[src/rtl/pipeline_stall_controller_if.sv]
// Pipeline hazard/stall bus between the pipeline datapath and the stall
// controller.
//   master : pipeline side; drives hazard sources and counter clear,
//            receives stage write enables, bubble/flush and counters.
//   slave  : controller side; mirror of master.
interface pipeline_stall_controller_if #(
  parameter int CNT_W = 16
);
  logic             enable;
  logic             mem_read_ID_EXE;
  logic [4:0]       Rd_ID_EXE;
  logic [4:0]       Rs1_IF_ID;
  logic [4:0]       Rs2_IF_ID;
  logic             branch_taken_EXE;
  logic             dmem_req;
  logic             dmem_ready;
  logic             clr_counters;

  logic             PCWrite;
  logic             IFIDWrite;
  logic             IDEXWrite;
  logic             EXMEMWrite;
  logic             MEMWBWrite;
  logic             bubble_ID_EXE;
  logic             flush_IF_ID;
  logic [CNT_W-1:0] stall_count;
  logic [CNT_W-1:0] flush_count;

  modport master (
    output enable, mem_read_ID_EXE, Rd_ID_EXE, Rs1_IF_ID, Rs2_IF_ID,
           branch_taken_EXE, dmem_req, dmem_ready, clr_counters,
    input  PCWrite, IFIDWrite, IDEXWrite, EXMEMWrite, MEMWBWrite,
           bubble_ID_EXE, flush_IF_ID, stall_count, flush_count
  );

  modport slave (
    input  enable, mem_read_ID_EXE, Rd_ID_EXE, Rs1_IF_ID, Rs2_IF_ID,
           branch_taken_EXE, dmem_req, dmem_ready, clr_counters,
    output PCWrite, IFIDWrite, IDEXWrite, EXMEMWrite, MEMWBWrite,
           bubble_ID_EXE, flush_IF_ID, stall_count, flush_count
  );
endinterface

[src/rtl/pipeline_stall_controller.sv]
// Stall/flush sequencer for the 5-stage pipeline. Combines load-use hazards,
// taken-branch redirects and data-memory waits into per-stage write enables
// plus bubble/flush controls, and keeps saturating stall/flush counters.
// Ports:
//   clk  : system clock
//   rst  : synchronous active-high reset
//   bus  : pipeline_stall_controller_if.slave (hazard sources in,
//          stage controls and counters out)
//
// state       | meaning
// ------------+-----------------------------------------------------------
// ST_HALT     | pipeline frozen, waiting for enable
// ST_RUN      | normal operation; mem wait > branch flush > load-use stall
// ST_MEM_WAIT | frozen until dmem_ready, then RUN or HALT per enable
module pipeline_stall_controller #(
  parameter int CNT_W = 16
) (
  input logic                       clk,
  input logic                       rst,
  pipeline_stall_controller_if.slave bus
);

  typedef enum logic [1:0] {
    ST_HALT     = 2'd0,
    ST_RUN      = 2'd1,
    ST_MEM_WAIT = 2'd2
  } state_t;

  localparam logic [CNT_W-1:0] CNT_MAX = {CNT_W{1'b1}};
  localparam logic [CNT_W-1:0] CNT_ONE = {{(CNT_W-1){1'b0}}, 1'b1};

  state_t           state_q, state_d;
  logic [CNT_W-1:0] stall_count_q, stall_count_d;
  logic [CNT_W-1:0] flush_count_q, flush_count_d;

  logic hz, mw;
  logic pc_write, ifid_write, idex_write, exmem_write, memwb_write;
  logic bubble, flush, flush_inc, stall_inc;

  // Rd = x0 never creates a dependency.
  assign hz = bus.mem_read_ID_EXE && (bus.Rd_ID_EXE != 5'd0) &&
              ((bus.Rd_ID_EXE == bus.Rs1_IF_ID) || (bus.Rd_ID_EXE == bus.Rs2_IF_ID));
  assign mw = bus.dmem_req && !bus.dmem_ready;

  always_comb begin
    state_d     = state_q;
    pc_write    = 1'b0;
    ifid_write  = 1'b0;
    idex_write  = 1'b0;
    exmem_write = 1'b0;
    memwb_write = 1'b0;
    bubble      = 1'b0;
    flush       = 1'b0;
    flush_inc   = 1'b0;

    case (state_q)
      ST_HALT: begin
        state_d = bus.enable ? ST_RUN : ST_HALT;
      end
      ST_RUN: begin
        if (mw) begin
          // Freeze now; enable is honoured only once the access completes.
          state_d = ST_MEM_WAIT;
        end else begin
          state_d = bus.enable ? ST_RUN : ST_HALT;
          if (bus.branch_taken_EXE) begin
            // ID instruction is squashed, so a concurrent hazard is moot.
            {pc_write, ifid_write, idex_write, exmem_write, memwb_write} = 5'b11111;
            bubble    = 1'b1;
            flush     = 1'b1;
            flush_inc = 1'b1;
          end else if (hz) begin
            {idex_write, exmem_write, memwb_write} = 3'b111;
            bubble = 1'b1;
          end else begin
            {pc_write, ifid_write, idex_write, exmem_write, memwb_write} = 5'b11111;
          end
        end
      end
      ST_MEM_WAIT: begin
        if (bus.dmem_ready) begin
          state_d = bus.enable ? ST_RUN : ST_HALT;
        end
      end
      default: state_d = ST_HALT;
    endcase
  end

  assign stall_inc = !pc_write && (state_q != ST_HALT);

  always_comb begin
    stall_count_d = stall_count_q;
    flush_count_d = flush_count_q;
    if (bus.clr_counters) begin
      stall_count_d = '0;
      flush_count_d = '0;
    end else begin
      if (stall_inc && (stall_count_q != CNT_MAX)) stall_count_d = stall_count_q + CNT_ONE;
      if (flush_inc && (flush_count_q != CNT_MAX)) flush_count_d = flush_count_q + CNT_ONE;
    end
  end

  always_ff @(posedge clk) begin
    if (rst) begin
      state_q       <= ST_HALT;
      stall_count_q <= '0;
      flush_count_q <= '0;
    end else begin
      state_q       <= state_d;
      stall_count_q <= stall_count_d;
      flush_count_q <= flush_count_d;
    end
  end

  assign bus.PCWrite       = pc_write;
  assign bus.IFIDWrite     = ifid_write;
  assign bus.IDEXWrite     = idex_write;
  assign bus.EXMEMWrite    = exmem_write;
  assign bus.MEMWBWrite    = memwb_write;
  assign bus.bubble_ID_EXE = bubble;
  assign bus.flush_IF_ID   = flush;
  assign bus.stall_count   = stall_count_q;
  assign bus.flush_count   = flush_count_q;

endmodule

[src/flat_wrapper.sv]
// flat-port wrapper written by rule: the top's interface ports become plain ports
module pipeline_stall_controller_flat 
#(
  parameter int CNT_W = 16
)
  (clk, rst, bus_enable, bus_mem_read_ID_EXE, bus_Rd_ID_EXE, bus_Rs1_IF_ID, bus_Rs2_IF_ID, bus_branch_taken_EXE, bus_dmem_req, bus_dmem_ready, bus_clr_counters, bus_PCWrite, bus_IFIDWrite, bus_IDEXWrite, bus_EXMEMWrite, bus_MEMWBWrite, bus_bubble_ID_EXE, bus_flush_IF_ID, bus_stall_count, bus_flush_count);
  pipeline_stall_controller_if #(.CNT_W(CNT_W)) bus_i ();
  input logic clk;
  input logic rst;
  input wire logic [$bits(bus_i.enable)-1:0] bus_enable;
  input wire logic [$bits(bus_i.mem_read_ID_EXE)-1:0] bus_mem_read_ID_EXE;
  input wire logic [$bits(bus_i.Rd_ID_EXE)-1:0] bus_Rd_ID_EXE;
  input wire logic [$bits(bus_i.Rs1_IF_ID)-1:0] bus_Rs1_IF_ID;
  input wire logic [$bits(bus_i.Rs2_IF_ID)-1:0] bus_Rs2_IF_ID;
  input wire logic [$bits(bus_i.branch_taken_EXE)-1:0] bus_branch_taken_EXE;
  input wire logic [$bits(bus_i.dmem_req)-1:0] bus_dmem_req;
  input wire logic [$bits(bus_i.dmem_ready)-1:0] bus_dmem_ready;
  input wire logic [$bits(bus_i.clr_counters)-1:0] bus_clr_counters;
  output wire logic [$bits(bus_i.PCWrite)-1:0] bus_PCWrite;
  output wire logic [$bits(bus_i.IFIDWrite)-1:0] bus_IFIDWrite;
  output wire logic [$bits(bus_i.IDEXWrite)-1:0] bus_IDEXWrite;
  output wire logic [$bits(bus_i.EXMEMWrite)-1:0] bus_EXMEMWrite;
  output wire logic [$bits(bus_i.MEMWBWrite)-1:0] bus_MEMWBWrite;
  output wire logic [$bits(bus_i.bubble_ID_EXE)-1:0] bus_bubble_ID_EXE;
  output wire logic [$bits(bus_i.flush_IF_ID)-1:0] bus_flush_IF_ID;
  output wire logic [$bits(bus_i.stall_count)-1:0] bus_stall_count;
  output wire logic [$bits(bus_i.flush_count)-1:0] bus_flush_count;
  assign bus_i.enable = bus_enable;
  assign bus_i.mem_read_ID_EXE = bus_mem_read_ID_EXE;
  assign bus_i.Rd_ID_EXE = bus_Rd_ID_EXE;
  assign bus_i.Rs1_IF_ID = bus_Rs1_IF_ID;
  assign bus_i.Rs2_IF_ID = bus_Rs2_IF_ID;
  assign bus_i.branch_taken_EXE = bus_branch_taken_EXE;
  assign bus_i.dmem_req = bus_dmem_req;
  assign bus_i.dmem_ready = bus_dmem_ready;
  assign bus_i.clr_counters = bus_clr_counters;
  assign bus_PCWrite = bus_i.PCWrite;
  assign bus_IFIDWrite = bus_i.IFIDWrite;
  assign bus_IDEXWrite = bus_i.IDEXWrite;
  assign bus_EXMEMWrite = bus_i.EXMEMWrite;
  assign bus_MEMWBWrite = bus_i.MEMWBWrite;
  assign bus_bubble_ID_EXE = bus_i.bubble_ID_EXE;
  assign bus_flush_IF_ID = bus_i.flush_IF_ID;
  assign bus_stall_count = bus_i.stall_count;
  assign bus_flush_count = bus_i.flush_count;
  pipeline_stall_controller #(.CNT_W(CNT_W)) u_core (.clk(clk), .rst(rst), .bus(bus_i));
endmodule
[config.mk]
export PLATFORM = sky130hd
export DESIGN_NAME = pipeline_stall_controller_flat
export DESIGN_NICKNAME = d
export VERILOG_FILES = /design/src/rtl/pipeline_stall_controller_if.sv /design/src/rtl/pipeline_stall_controller.sv /design/src/flat_wrapper.sv
export SDC_FILE = /design/constraint.sdc
export NUM_CORES = 1
export LEC_CHECK = 0
export BUFFER_PORTS_ARGS = -buffer_cell sky130_fd_sc_hd__buf_4
export CAP_MARGIN = 20
export CORE_UTILIZATION = 55
export CTS_BUF_LIST = sky130_fd_sc_hd__clkbuf_4
export CTS_CLUSTER_DIAMETER = 200
export DETAILED_ROUTE_END_ITERATION = 12
export GPL_TIMING_DRIVEN = 0
export PLACE_DENSITY = 0.85
export SKIP_LAST_GASP = 1
export SLEW_MARGIN = 20
export SYNTH_ARGS = -nofsm -noshare
export SYNTH_HDL_FRONTEND = slang
export SYNTH_SLANG_ARGS = --single-unit
export TNS_END_PERCENT = 10
[constraint.sdc]
create_clock -name clk -period 5.14 [get_ports clk]
set_input_delay 0.771 -clock clk [delete_from_list [all_inputs] [get_ports clk]]
set_output_delay 0.771 -clock clk [all_outputs]
set_load 0.01 [all_outputs]
* Word level (Yosys, flattened, before mapping) *
Cells that the tools add are included.
W data, S select, Z words.

storage, ports and cells
  flip-flop bits (word level) = 34
  bits of input ports = 23
  output and inout bits = 39
  logic and storage cells = 42

operators by class
  add/sub/neg operators = 2
  equality and inequality tests = 7
  muxes and demuxes = 17
  reduce and logical (&&, ||, !) cells = 13

operators by type and width
  cell                     number
  $add A16 B1 Y16 const B  2
  $ne A16 B16 Y1 const B   2
  $mux W1                  14
  $eq A5 B5 Y1             2
  $logic_and A1 B1 Y1      6
  $pmux W2 S3              1
  $reduce_bool A5 Y1       1
  $mux W2                  2
  $eq A2 B1 Y1 const B     1
  $eq A2 B2 Y1 const B     1
  $logic_not A1 Y1         2
  $logic_not A2 Y1         1
  $ne A2 B2 Y1 const B     1
  $reduce_bool A2 Y1       1
  $reduce_or A2 Y1         1
  $logic_or A1 B1 Y1       1

* Longest topological paths before layout *
  depth after elaboration = 10
  gate-level depth with buffers = 9
  gate-level depth less buffers = 7

* Least setup slack after synthesis *
Ideal clock, no wire load.

  path type = input to output
  start point = input port bus_Rd_ID_EXE[0]
  end point = output port bus_PCWrite
  data arrival time = 1.793 ns
  data required time = 4.369 ns
  path slack = 2.576 ns
  stages = 4
  cells stage by stage = or4_1 > o21ai_1 > o31a_1 > buf_4

between the ends
  longest elaborated chain between the ends = 7
  elaborated cells between the ends (all ways) = 10
  those cells by class = eq/ne (2); mux (4); reduce/logical (4)

ends and longest elaborated chain
  item                                                       RTL line                                                          text
  start: declaration                                         flat_wrapper.sv:12                                                input wire logic [$bits(bus_i.Rd_ID_EXE)-1:0] bus_Rd_ID_EXE;
  $eq A5 B5 Y1 or $reduce_bool A5 Y1 (tied branches)         pipeline_stall_controller.sv:42, pipeline_stall_controller.sv:41
  $logic_or A1 B1 Y1 or $logic_and A1 B1 Y1 (tied branches)  pipeline_stall_controller.sv:42, pipeline_stall_controller.sv:41
  $logic_and A1 B1 Y1 *                                      pipeline_stall_controller.sv:41                                   assign hz = bus.mem_read_ID_EXE && (bus.Rd_ID_EXE != 5'd0) &&
  $mux W1 * (4 in series)                                    n/a
  end: declaration                                           flat_wrapper.sv:19                                                output wire logic [$bits(bus_i.PCWrite)-1:0] bus_PCWrite;

Every way passes the cells marked *; elsewhere a longest branch is shown, timed or not.

* Worst setup path after layout *
  start point = input port bus_Rd_ID_EXE[0]
  end point = output port bus_PCWrite

between the ends
  longest elaborated chain between the ends = 7
  elaborated cells between the ends (all ways) = 10
  those cells by class = eq/ne (2); mux (4); reduce/logical (4)

ends and longest elaborated chain
  item                                                       RTL line                                                          text
  $eq A5 B5 Y1 or $reduce_bool A5 Y1 (tied branches)         pipeline_stall_controller.sv:42, pipeline_stall_controller.sv:41
  $logic_or A1 B1 Y1 or $logic_and A1 B1 Y1 (tied branches)  pipeline_stall_controller.sv:42, pipeline_stall_controller.sv:41
  $logic_and A1 B1 Y1 *                                      pipeline_stall_controller.sv:41
  $mux W1 *                                                  pipeline_stall_controller.sv:72                                   end else if (hz) begin
  $mux W1 *                                                  pipeline_stall_controller.sv:66                                   if (bus.branch_taken_EXE) begin
  $mux W1 *                                                  pipeline_stall_controller.sv:61                                   if (mw) begin
  $mux W1 *                                                  pipeline_stall_controller.sv:56                                   case (state_q)

Marked as above.

==> results.yml <==
clock_network:
  clk_path_buf_depth: 2
  cts-root-buf: "clkbuf_4"
  clk_latency_ps: 340
  h-tree-depth: 2
  cts_setup_buffers: 0
  cts_tree: "yes"
  cts-resized-gates: 0
  numCtsBuffers: 5
  cts_hold_buffers: 0
  cts_sinks: 34
  cts.clk_slew.worst_paths_ps: 90
power_and_ir_drop:
  swShare: 0.246
  ir_drop_v: 0.000172
  powerDensity_mw_per_mm2: 193
  seqPwrFrac: 0.587
  p_comb_frac: 0.126
  switching_power_mw: 0.111
  clkPwrFrac: 0.287
  p_leak_nw: 0.922
  finalPower_mw: 0.452
  power.internal_mw: 0.341
timing:
  finalCritPeriodShare: 0.545
  whs_ps: 508
  slew-limit-headroom: 0.595
  drv_slew: 0
  tightest_slew_ps: 602
  rsz0062_at_grt: "no"
  setup_viol: 0
  clock_skew_ps: 9.43
  min_period_ps: 2800
  hold_viol: 0
  setup-tns-final_ps: 0
  max_freq_mhz: 357
  fin_ws_ps: 2340
detailed_routing:
  drc: 0
  post_drt_wl_per_cell_um: 12.7
  drt_iter0_markers: 55
  drtPass1Iterations: 4
  routed_wl_um: 4130
  vias: 1822
  ant_nets: 0
  viasPerCell: 5.61
floorplanning:
  die_x_um: 59.1
  die_area_mm2: 0.00350
  pin_count: 62
  coreArea_mm2: 0.00308
  start_util: 0.583
  placementRows: 20
  die_y_um: 59.1
worst_setup_path:
  r2r-end: "u_core.bus.stall_count[1]"
  cp_max_fo: 3
  arrival_ps: 2030
  critPathKind: "input pin to output port"
  crit_start: "bus_Rd_ID_EXE[0]"
  endpoint: "bus_PCWrite"
  cp_data_required_time_ps: 4370
  reg2reg_from: "u_core.bus.stall_count[8]"
  crit_path_start_kind: "input pin"
  r2r_slack_ps: 2950
  r2r_cells: 8
  crit_path_end_kind: "output port"
global_route:
  grt_pass1_vias: 1576
  antenna_found_initial: 0
  grt_pass1_wl_um: 6520
  overflow: 0
  grtUsageTotal: 0.250
  grt_max_degree: 11
layout:
  stdcell_area_mm2: 0.00235
  drive_gt1_frac: 0.281
  nets: 307
  area_growth_pct: 30.9
  diodes: 0
synthesis:
  syn-num-nets: 239
  yosys_warnings: 0
  synth-edff-count: 0
  syn_area_per_cell_um2: 8.39
  synth-seq-area-share: 0.379
  synth-seq-cells: 34
  synth-async-reset-ratio: 0
  synth_top_cell_by_area: "dfxtp_1"
  synth_cell_type_count: 39
  syn_area_mm2: 0.00180
  synth_top_area_frac: 0.379
  syn_inst: 214
  ys_top_cells_by_area: "dfxtp_1, xor2_1, nor2_1, a21oi_1, nand4_1"
  ys.flop_type: "dfxtp_1"
hold_path:
  holdCritPathClass: "flop to flop"
placement:
  placed_area_mm2: 0.00231
  gp_congestion: 0.829
  port_buffers: 61
  hpwl_um: 3120
  post-place-ws_ps: 2340
flow_run:
  max_cap_viol_count: 0
outcome:
  outcome: "completed"
## layer usage
layer	GRT usage	up-vias	wire (um)
li1	-	903	-
met4	0.116	0	62
met3	0.0808	8	346
met2	0.419	72	1930
met5	0	-	0
met1	0.288	839	1800
## logic make-up after synthesis
group	share of synthesized area
and+or+nand+nor	0.298
AOI/OAI and AO/OA	0.121
DFF	0.379
xor gates and xnor gates	0.122
buffers and inverters	0.0495
muxes	0.0167
adders and majority gates	0.0139
## state kept, by name, indices dropped and copies added, names as in the netlist
name                    flops
u_core.state_q              2
u_core.bus.stall_count     16
u_core.bus.flush_count     16
## worst min path at each step
stage	from	endpoint	slack, ps	depth (start not counted)
finish	u_core.bus.stall_count[13]	u_core.bus.stall_count[13]	510	2
floorplan	u_core.bus.stall_count[5]	u_core.bus.stall_count[5]	510	2
global placement	u_core.bus.stall_count[13]	u_core.bus.stall_count[13]	490	2
detailed placement	u_core.bus.stall_count[5]	u_core.bus.stall_count[5]	500	2
global route	u_core.bus.stall_count[5]	u_core.bus.stall_count[5]	520	2
CTS	u_core.bus.stall_count[5]	u_core.bus.stall_count[5]	510	2
## power groups by stage
stage / registers [mW] / logic [mW] / clock network (mW)
final: 0.266 / 0.0570 / 0.130
after global placement: 0.272 / 0.0564 / 0
after CTS: 0.266 / 0.0574 / 0.133
after floorplan: 0.272 / 0.0303 / 0
after global routing: 0.266 / 0.0623 / 0.143
after detailed placement: 0.272 / 0.0573 / 0
## cells in the final DEF (no fill, tap or decap), drive strengths merged, types with 3 or more instances in the layout
master / Yosys / final
nand2: 16 / 16
or4: 8 / 8
nand4: 12 / 12
a21oi: 16 / 16
nor3: 3 / 3
nor2: 25 / 25
xnor2: 3 / 3
mux2i: 3 / 3
dfxtp: 34 / 34
clkbuf: 4 / 9
o21ai: 9 / 9
nand3: 10 / 10
nor4: 4 / 4
xor2: 22 / 22
or3: 7 / 7
o31ai: 6 / 6
buf: 7 / 68
inv: 3 / 3
or2: 4 / 4
and3: 3 / 3
## cells in the mapped netlist, types with 3 or more instances
cell      count
dfxtp_1      34
nor2_1       25
xor2_1       22
nand2_1      16
a21oi_1      15
nand4_1      11
nand3_1      10
o21ai_1       8
or4_1         8
or3_1         7
o31ai_1       6
clkbuf_1      4
nor4_1        4
or2_2         4
and3_1        3
buf_4         3
inv_1         3
mux2i_1       3
nor3_1        3
xnor2_1       3
## worst max-delay path, cell delays in order
cell	delay, ps
buf_4	130
or4_1	530
o21ai_1	220
o31a_1	180
buf_4	110
buf_4	100
## through the flow
step                instances   util
floorplan                 214      -
global placement          319  0.750
detailed placement        319  0.750
CTS                       325  0.763
global route              325  0.763
finish                    325  0.763
## area by class of cell
cell class,instances,area [um2]
inverters,3,11.3
clock inverters,1,3.75
flip-flops and latches,34,681
repair buffers,61,458
clock buffers,5,37.5
well taps,44,55.1
plain buffers,11,77.6
fillers,237,728
multi-input cells,166,1030
No activity file was read; power rests on OpenSTA's default activity.
